[src/rtl/mem_port_arbiter_pkg.sv]
// Shared encodings and default sizing for the unified-memory port arbiter.
// WORD_SIZE default mirrors the CPU's word width.
package mem_port_arbiter_pkg;

   localparam int DEFAULT_WORD_SIZE        = 16;
   localparam int DEFAULT_MEM_LATENCY      = 2;
   localparam int DEFAULT_DMA_STARVE_LIMIT = 3;

   typedef enum logic [1:0] {
      ST_IDLE   = 2'd0,
      ST_ACCESS = 2'd1,
      ST_DONE   = 2'd2
   } arbState_t;

   typedef enum logic {
      OWNER_CPU = 1'b0,
      OWNER_DMA = 1'b1
   } owner_t;

endpackage

[src/rtl/mem_port_arbiter.sv]
// Arbitrates the single-ported unified memory between the CPU and a DMA requester,
// sequencing a fixed-latency access and returning read data with a one-cycle ack.
module mem_port_arbiter
   import mem_port_arbiter_pkg::*;
#(
   parameter int WORD_SIZE        = DEFAULT_WORD_SIZE,
   parameter int MEM_LATENCY      = DEFAULT_MEM_LATENCY,
   parameter int DMA_STARVE_LIMIT = DEFAULT_DMA_STARVE_LIMIT
)
(
   input  logic                 clk,
   input  logic                 reset_n,
   input  logic                 cpu_req,
   input  logic                 cpu_we,
   input  logic [WORD_SIZE-1:0] cpu_addr,
   input  logic [WORD_SIZE-1:0] cpu_wdata,
   output logic [WORD_SIZE-1:0] cpu_rdata,
   output logic                 cpu_ack,
   input  logic                 dma_req,
   input  logic                 dma_we,
   input  logic [WORD_SIZE-1:0] dma_addr,
   input  logic [WORD_SIZE-1:0] dma_wdata,
   output logic [WORD_SIZE-1:0] dma_rdata,
   output logic                 dma_ack,
   output logic                 mem_read,
   output logic                 mem_write,
   output logic [WORD_SIZE-1:0] mem_addr,
   output logic [WORD_SIZE-1:0] mem_wdata,
   input  logic [WORD_SIZE-1:0] mem_rdata
);

   localparam int LAT_W  = (MEM_LATENCY > 1) ? $clog2(MEM_LATENCY) : 1;
   localparam int WAIT_W = $clog2(DMA_STARVE_LIMIT + 1);
   localparam logic [LAT_W-1:0]  LAT_LAST   = LAT_W'(MEM_LATENCY - 1);
   localparam logic [WAIT_W-1:0] WAIT_LIMIT = WAIT_W'(DMA_STARVE_LIMIT);

   arbState_t            state;
   arbState_t            stateNext;
   logic [LAT_W-1:0]     latCnt;
   logic [WAIT_W-1:0]    dmaWait;
   owner_t               owner;
   logic                 ownerWe;
   logic [WORD_SIZE-1:0] ownerAddr;
   logic [WORD_SIZE-1:0] ownerWdata;
   logic [WORD_SIZE-1:0] cpuRdataReg;
   logic [WORD_SIZE-1:0] dmaRdataReg;

   logic                 grantDma;
   logic                 grantCpu;
   logic                 anyGrant;
   logic                 lastCycle;

   function automatic logic [WAIT_W-1:0] satInc(input logic [WAIT_W-1:0] v);
      return (v == WAIT_LIMIT) ? v : v + 1'b1;
   endfunction

   // CPU wins by default; a DMA that has lost DMA_STARVE_LIMIT times takes the port.
   always_comb begin
      grantDma  = 1'b0;
      grantCpu  = 1'b0;
      anyGrant  = 1'b0;
      lastCycle = 1'b0;
      if (state == ST_IDLE) begin
         grantDma = dma_req && (!cpu_req || (dmaWait == WAIT_LIMIT));
         grantCpu = cpu_req && !grantDma;
         anyGrant = grantDma || grantCpu;
      end
      if (state == ST_ACCESS) begin
         lastCycle = (latCnt == LAT_LAST);
      end
   end

   always_comb begin
      stateNext = state;
      case (state)
         ST_IDLE:   if (anyGrant)  stateNext = ST_ACCESS;
         ST_ACCESS: if (lastCycle) stateNext = ST_DONE;
         ST_DONE:   stateNext = ST_IDLE;
         default:   stateNext = ST_IDLE;
      endcase
   end

   always_ff @(posedge clk) begin
      if (!reset_n) begin
         state <= ST_IDLE;
      end else begin
         state <= stateNext;
      end
   end

   always_ff @(posedge clk) begin
      if (!reset_n) begin
         latCnt <= '0;
      end else if ((state == ST_ACCESS) && !lastCycle) begin
         latCnt <= latCnt + 1'b1;
      end else begin
         latCnt <= '0;
      end
   end

   // Counts CPU wins that happen while DMA is waiting.
   always_ff @(posedge clk) begin
      if (!reset_n) begin
         dmaWait <= '0;
      end else if (grantDma) begin
         dmaWait <= '0;
      end else if (grantCpu && dma_req) begin
         dmaWait <= satInc(dmaWait);
      end
   end

   always_ff @(posedge clk) begin
      if (!reset_n) begin
         owner   <= OWNER_CPU;
         ownerWe <= 1'b0;
      end else if (anyGrant) begin
         owner   <= grantDma ? OWNER_DMA : OWNER_CPU;
         ownerWe <= grantDma ? dma_we : cpu_we;
      end
   end

   // Address/data are qualified by state, so they need no reset.
   always_ff @(posedge clk) begin
      if (anyGrant) begin
         ownerAddr  <= grantDma ? dma_addr  : cpu_addr;
         ownerWdata <= grantDma ? dma_wdata : cpu_wdata;
      end
   end

   always_ff @(posedge clk) begin
      if (!reset_n) begin
         cpuRdataReg <= '0;
         dmaRdataReg <= '0;
      end else if (lastCycle) begin
         if (owner == OWNER_CPU) begin
            cpuRdataReg <= ownerWe ? '0 : mem_rdata;
         end else begin
            dmaRdataReg <= ownerWe ? '0 : mem_rdata;
         end
      end
   end

   always_comb begin
      mem_read  = (state == ST_ACCESS) && !ownerWe;
      mem_write = (state == ST_ACCESS) && ownerWe;
      mem_addr  = (state == ST_ACCESS) ? ownerAddr : '0;
      mem_wdata = ((state == ST_ACCESS) && ownerWe) ? ownerWdata : '0;
      cpu_ack   = (state == ST_DONE) && (owner == OWNER_CPU);
      dma_ack   = (state == ST_DONE) && (owner == OWNER_DMA);
      cpu_rdata = cpuRdataReg;
      dma_rdata = dmaRdataReg;
   end

endmodule

[config.mk]
export PLATFORM = sky130hd
export DESIGN_NAME = mem_port_arbiter
export DESIGN_NICKNAME = d
export VERILOG_FILES = /design/src/rtl/mem_port_arbiter_pkg.sv /design/src/rtl/mem_port_arbiter.sv
export SDC_FILE = /design/constraint.sdc
export NUM_CORES = 1
export LEC_CHECK = 0
export ABC_AREA = 1
export ABC_CLOCK_PERIOD_IN_PS = 2300
export CORE_MARGIN = 2
export CORE_UTILIZATION = 40
export DETAILED_ROUTE_END_ITERATION = 7
export HOLD_SLACK_MARGIN = 0.15
export PLACE_DENSITY_LB_ADDON = 0.15
export SYNTH_ARGS = -nofsm -noshare
export SYNTH_HDL_FRONTEND = slang
export SYNTH_SLANG_ARGS = --single-unit
[constraint.sdc]
create_clock -name clk -period 2.3 [get_ports clk]
set_input_delay 0.23 -clock clk [delete_from_list [all_inputs] [get_ports clk]]
set_output_delay 0.23 -clock clk [all_outputs]
set_load 0.005 [all_outputs]
==> impl_metrics.toml, run 1 <==
[status]
outcome = "finished, final reports clean"

[clocking]
clk_pin_slew_worst_paths_ns = 0.07
cts_setup_buffers = 0
clk_latency_ns = 0.33
cts-root-buf = "clkbuf_8"
cts.repair.resized = 0
cts_sinks = 71
holdBufCountCts = 0
cts_tree = "done"
htreeDepth = 3
cts_made_buffers = 9
clockBufferDepth = 2

[sta]
setup_violations = 0
tns_ns = 0
fin_crit_ns = 2.06
max_freq_mhz = 485
rsz0062_at_grt = "no"
hold_viol = 0
worst_pin_slew_ns = 0.554
slew_violations = 0
clock_skew_ns = 0.00630
slew_headroom_pct = 63.0
timing.final.crit_share_pct = 89.6

[synthesis]
syn-num-nets = 526
synth_area_per_cell_sq_um = 7.78
synthCells = 439
synth_top_area_share_pct = 28.1
yosys.area.top_type = "edfxtp_1"
synth_edf_count = 32
synthTopCellsByCount = "nand2_1 (97), nor2_1 (64), inv_1 (60), dfxtp_1 (39), nand3_1 (35)"
synth_most_common_cell = "nand2_1"
synthTopCellsByArea = "edfxtp_1 (28%), dfxtp_1 (23%), nand2_1 (11%)"
ys_async_sr_fraction_pct = 0
seq_area_frac_synth_pct = 51.0
synth.distinct_cells = 27
ys_warn_count = 0
synthesis.area_sq_um = 3420
ys_ff_latch = 71
synth-main-ff-cell = "dfxtp_1"

[grt]
grt_pass1_vias = 3091
grt_max_degree = 36
grt_pass1_wl_microns = 14600
antenna_found_initial = 0
grt-ovfl-total = 0
gr-usage-all-layers_pct = 20.3

[place]
place_congestion = 0.785
dpl_cell_area_sq_um = 5010
hpwl_microns = 6640
numPortBuffers = 153

[detailed_routing]
viasPerCell = 4.86
wl_per_cell_microns = 13.6
num_vias = 3386
final_antenna_net_count = 0
drc = 0
drt-total-wl_microns = 9450
drt_iter0_drc = 122
drtPass1Iterations = 4

[final_layout]
diodes = 0
drive_above_1_share_pct = 6.26
fillCellCount = 750
fin_nets = 673
synthToLayoutAreaGrowth_pct = 54.1
final_cell_area_sq_um = 5270

[worst_setup_path]
worstPathMaxFanout = 17
reg2reg_depth = 6
cp-start-kind = "flop"
arrival_ns = 1.83
crit_type = "reg -> out"
critPathCaptureType = "primary output"
crit_required_ns = 2.07

[floorplan]
num_rows = 33
fp.dieH_microns = 96.4
io_pins = 154
die-area_sq_um = 9300
core_area_sq_um = 8260
die_w_microns = 96.4
start_util_pct = 41.4

[power_and_ir_drop]
leakage_nw = 2.24
ir_drop_v = 0.000395
p_per_area_nw_per_um2 = 615

[hold_path]
worstHoldPathCells = 2
hp-class = "reg -> reg"

[flow_run]
cap_violations = 0
state kept, by name, summed over array words and instances (netlist names), 2 cells and up:
register / count
cpu_rdata: 16
dma_rdata: 16
ownerAddr: 16
dmaWait: 2
ownerWdata: 16
state: 2
final timing paths:
path,slack (ns),start,endpoint
max,0.24,state[0],mem_wdata[14]
min,0.47,dma_rdata[13],dma_rdata[13]
max reg2reg,0.60,state[0],cpu_rdata[5]
min reg2reg,0.47,dma_rdata[13],dma_rdata[13]
where the power goes:
| part | switching [mW] | leakage (nW) | total, mW | internal (mW) |
|---|---|---|---|---|
| clock network | 0.455 | 0.129 | 1.18 | 0.726 |
| registers | 0.0293 | 0.632 | 1.45 | 1.42 |
| logic | 0.307 | 1.48 | 0.606 | 0.300 |
placed cells by master, fill, tap and decap left out, types with 2 or more instances in the layout:
cell type          n
nor3_1             3
clkbuf_8          10
dfxtp_1           39
nand2_1           97
clkbuf_16          3
nand4_1           22
o21ai_0            6
inv_1             60
clkdlybuf4s50_1  153
a21oi_1           24
buf_4             11
a31oi_1           11
edfxtp_1          32
nand3_4            2
nor2_1            64
nand3_1           35
o21ai_1            4
clkinv_1           3
inv_2              3
through the flow:
step                      setup WS, ns  total power, mW  std cells  util, %  hold slack (ns)
after CTS                        0.216             3.27        696     63.8            0.473
after floorplan                  0.601             1.77        439        -            0.366
after global routing             0.121             3.39        696     63.8            0.496
after global placement           0.512             2.08        680     60.7            0.453
final                            0.239             3.24        696     63.8            0.469
after detailed placement         0.471             2.09        680     60.7            0.459
metal layers:
metal	routed length, microns	track usage (%)	up-vias
li1	-	-	1712
met1	3980	25.6	1540
met2	4630	34.5	128
met3	770	4.89	6
met4	67	5.75	0
met5	0	0	-
critical path, cell delays in order (launching register included):
cell and delay [ns]:
dfxtp_1 0.44, inv_2 0.09, nor2_8 0.11, nand2_2 0.19, nor2_1 0.15, clkdlybuf4s50_1 0.51
final cells by class:
class                           instances  area, sq um  area share (%)
Sequential cell                        71         1740            33.1
Timing Repair Buffer                  164         1610            30.7
Multi-Input combinational cell        275         1280            24.3
Inverter                               65          244            4.63
Clock buffer                           13          213            4.04
Tap cell                              105          131            2.50
Clock inverter                          3         40.0           0.760
kinds of logic after synthesis:
family / after synthesis / share of synthesized area [%]
compound gates: 46 / 7.25
fa+ha+maj: 1 / 0.366
buf+inv: 93 / 11.5
flops: 71 / 51.0
simple gates: 228 / 29.9
Power figures use the tool's default switching activity.
==> run 2, diff against run 1 <==
- SETUP_SLACK_MARGIN: not set -> 0.4
==> run 2 against run 1 <==
Effect of this change: via count fell by 0.59%; flip-flop and latch count unchanged; sequential share of layout area shrank 0.22 points; routed wire length decreased by 0.37%; sequential power barely moved; total power is 0.20% higher; largest cell class unchanged; largest power group unchanged.
==> impl_metrics.toml, run 2 (synthesis gave the netlist of run 1 again) <==
[status]
outcome = "finished, final reports clean"

[final_layout]
final_cell_area_sq_um = 5320
diodes = 0
final_cell_mix = "clkdlybuf4s50_1 (147), nand2_1 (97), nor2_1 (62)"
fin_nets = 674
final_common_cell = "clkdlybuf4s50_1"
synthToLayoutAreaGrowth_pct = 55.6
drive_above_1_share_pct = 7.09

[detailed_routing]
drt_iter0_drc = 153
viasPerCell = 4.83
drtPass1Iterations = 7
wl_per_cell_microns = 13.5
num_vias = 3366
drt-total-wl_microns = 9420
final_antenna_net_count = 0
drc = 0

[clocking]
htreeDepth = 3
cts_tree = "done"
cts_made_buffers = 9
cts_sinks = 71
holdBufCountCts = 0
cts-root-buf = "clkbuf_8"
clockBufferDepth = 2
clk_pin_slew_worst_paths_ns = 0.07
clk_latency_ns = 0.33

[grt]
grt_pass1_wl_microns = 14600
grt_max_degree = 36
grt-ovfl-total = 0
grt_pass1_vias = 3094
antenna_found_initial = 0
gr-usage-all-layers_pct = 20.3

[worst_setup_path]
critPathCaptureType = "primary output"
arrival_ns = 1.68
cp-start-kind = "flop"
worstPathMaxFanout = 18
crit_type = "reg -> out"
crit_required_ns = 2.07

[place]
dpl_cell_area_sq_um = 5010
numPortBuffers = 153
hpwl_microns = 6640
place_congestion = 0.785

[flow_run]
cap_violations = 0

[floorplan]
die_w_microns = 96.4
core_area_sq_um = 8260
die-area_sq_um = 9300
io_pins = 154
num_rows = 33
start_util_pct = 41.4
fp.dieH_microns = 96.4

[sta]
fin_crit_ns = 1.91
setup_violations = 0
max_freq_mhz = 524
slew_violations = 0
tns_ns = 0
worst_pin_slew_ns = 0.550
rsz0062_at_grt = "yes"
hold_viol = 0
clock_skew_ns = 0.00602
holdWs_ns = 0.469
slew_headroom_pct = 63.3
timing.final.crit_share_pct = 82.9

[power_and_ir_drop]
p_per_area_nw_per_um2 = 611
leakage_nw = 2.35
ir_drop_v = 0.000382

[hold_path]
hp-class = "reg -> reg"
run 2: final timing paths:
check	cells past startpoint	startpoint	end	slack, ns
worst max-delay path	5	state[0]	mem_addr[5]	0.39
worst min-delay path	2	dma_rdata[13]	dma_rdata[13]	0.47
worst max register to register	7	state[0]	cpu_rdata[5]	0.54
worst min register to register	2	dma_rdata[13]	dma_rdata[13]	0.47
run 2: timing repair:
| action | CTS | global route |
|---|---|---|
| endpoints found under the setup margin | 36 | 35 |
| gates resized for setup | 6 | 9 |
| buffers inserted | 0 | 1 |
| hold endpoints to repair | 0 | 0 |
| pin swaps | 0 | 0 |
run 2: worst max-delay path, cell delays in order (launching register included):
cell and delay, ns:
dfxtp_4 0.38, inv_2 0.06, nor2_8 0.16, inv_6 0.10
nor2_1 0.12, clkdlybuf4s50_1 0.52
run 2: layout make-up:
class	instances	area, sq um
clock buffers	13	213
clock inverters	3	40.0
fillers	748	2940
inverters	65	249
multi-input cells	275	1300
flip-flops and latches	71	1750
well taps	105	131
repair buffers	165	1640
run 2: per-stage QoR:
step	instances	utilization (%)	setup slack (ns)	total power, mW
finish	697	64.4	0.392	3.25
global route	697	64.4	0.319	3.40
CTS	696	63.9	0.391	3.27
detailed placement	680	60.7	0.471	2.09
global placement	680	60.7	0.512	2.08
floorplan	439	-	0.601	1.77
run 2: per-layer routing:
| layer | GRT usage, % | vias up | wire length (microns) |
|---|---|---|---|
| met5 | 0 | - | 0 |
| met4 | 5.75 | 0 | 83 |
| met3 | 4.89 | 8 | 769 |
| met2 | 34.7 | 124 | 4560 |
| met1 | 25.6 | 1522 | 4000 |
| li1 | - | 1712 | - |
run 2: power by group:
part	internal [mW]	switching, mW	total (mW)
clock network	0.726	0.451	1.18
logic	0.303	0.311	0.614
registers	1.42	0.0315	1.46
total	2.45	0.793	3.25
==> run 3, diff against run 2 <==
- ABC_CLOCK_PERIOD_IN_PS: 2300 -> 1900
- clock period: 2.3 -> 1.9 ns (I/O delays scaled with it)
==> run 3 against run 2 <==
Effect of this change: non-clock buffer count grew 12; sequential share of layout area shrank 0.93 points; routed wire length grew 12%; total power up 23%; clock skew up 0.0039 ns; register-to-register slack worse by 0.12 ns; flip-flop and latch count stayed put; global-route usage increased by 2.3 points.
==> impl_metrics.toml, run 3 (synthesis gave the netlist of run 1 again) <==
[sta]
slew_headroom_pct = 79.1
max_freq_mhz = 641
clock_skew_ns = 0.00990
fin_crit_ns = 1.56
setup_violations = 0
worst_pin_slew_ns = 0.313
holdWs_ns = 0.472
tns_ns = 0
rsz0062_at_grt = "yes"
hold_viol = 0
timing.final.crit_share_pct = 82.1
slew_violations = 0

[final_layout]
synthToLayoutAreaGrowth_pct = 60.7
diodes = 0
regArea_sq_um = 1750
final_cells = 714
multi_input_area_sq_um = 1460
fillCellCount = 693
drive_above_1_share_pct = 20.4
fin_nets = 691
finish.utilization_pct = 66.5
final_cell_mix = "clkdlybuf4s50_1 (117), nand2_1 (96), inv_1 (59)"
final_common_cell = "clkdlybuf4s50_1"

[grt]
grt_pass1_wl_microns = 15800
grt_pass1_vias = 3265
antenna_found_initial = 0
grtUsageMet2_pct = 37.8
grt-ovfl-total = 0
gr-usage-all-layers_pct = 22.6
grt_max_degree = 33
top_usage_layer = "met2"
globalRouteMet3Util_pct = 6.67
grt_use_met1_pct = 28.6

[detailed_routing]
num_vias = 3493
drt_iter0_drc = 208
wl_per_cell_microns = 14.7
final_antenna_net_count = 0
drt-total-wl_microns = 10500
drc = 0
viasPerCell = 4.89
drtPass1Iterations = 4

[floorplan]
start_util_pct = 41.4
die_w_microns = 96.4
fp.dieH_microns = 96.4
die-area_sq_um = 9300
io_pins = 154
num_rows = 33
core_area_sq_um = 8260

[place]
dp.cells = 683
numPortBuffers = 153
hpwl_microns = 6960
place_congestion = 0.849

[worst_setup_path]
reg2reg_depth = 8
crit_type = "reg -> out"
cp-start-kind = "flop"
worstPathMaxFanout = 9
arrival_ns = 1.37
crit_required_ns = 1.71
critPathCaptureType = "primary output"

[clocking]
clockBufferDepth = 2
clk_pin_slew_worst_paths_ns = 0.08
cts_made_buffers = 9
cts-root-buf = "clkbuf_8"
cts_sinks = 71
cts_tree = "done"
clk_latency_ns = 0.35
htreeDepth = 3

[power_and_ir_drop]
leakage_nw = 2.42
p_per_area_nw_per_um2 = 728
ir_drop_v = 0.000362

[flow_run]
cap_violations = 0

[status]
outcome = "finished, final reports clean"

[hold_path]
worstHoldPathCells = 2
hp-class = "reg -> reg"
run 3: metal layers:
metal | part of all wire, % | up-vias
li1 | - | 1755
met1 | 42 | 1613
met2 | 48 | 119
met3 | 9.4 | 6
met4 | 0.75 | 0
met5 | 0 | -
run 3: worst max-delay path, stage by stage, from the launching register on:
cell	delay, ns
dfxtp_4	0.37
inv_4	0.04
nor2_8	0.11
buf_12	0.14
inv_8	0.05
nor2_2	0.10
clkdlybuf4s15_2	0.21
run 3: power breakdown:
part	switching, mW	internal, mW
logic	0.445	0.416
clock network	0.578	0.785
registers	0.0503	1.72
run 3: final timing paths:
| check | start | end | slack, ns |
|---|---|---|---|
| worst max register to register | state[0] | cpu_rdata[5] | 0.42 |
| worst min register to register | dma_rdata[13] | dma_rdata[13] | 0.47 |
| worst max-delay path | state[0] | mem_read | 0.34 |
| worst min-delay path | dma_rdata[13] | dma_rdata[13] | 0.47 |
run 3: cell type report:
type / count / area share [%]
Sequential cell: 71 / 31.9
Multi-Input combinational cell: 279 / 26.5
Timing Repair inverter: 1 / 0.160
Timing Repair Buffer: 177 / 29.8
Clock inverter: 2 / 0.251
Clock buffer: 14 / 4.12
Tap cell: 105 / 2.39
Inverter: 65 / 4.81
run 3: metrics by stage:
stage / worst slack, ns / instance area, sq um / total power, mW
3_5_place_dp: 0.205 / 5060 / 2.55
4_1_cts: 0.312 / 5450 / 3.97
3_3_place_gp: 0.235 / 5060 / 2.54
5_1_grt: 0.299 / 5490 / 4.18
2_1_floorplan: 0.417 / 3420 / 2.15
6_report: 0.340 / 5490 / 4.00
run 3: timing repair:
| action | in CTS | in global routing |
|---|---|---|
| hold buffers | 0 | 0 |
| endpoints found under the setup margin | 43 | 107 |
| resized for setup | 161 | 36 |
| endpoints found under the hold margin | 0 | 0 |
| gates cloned | 5 | 1 |
| buffers inserted | 6 | 3 |
| pin swaps | 13 | 13 |
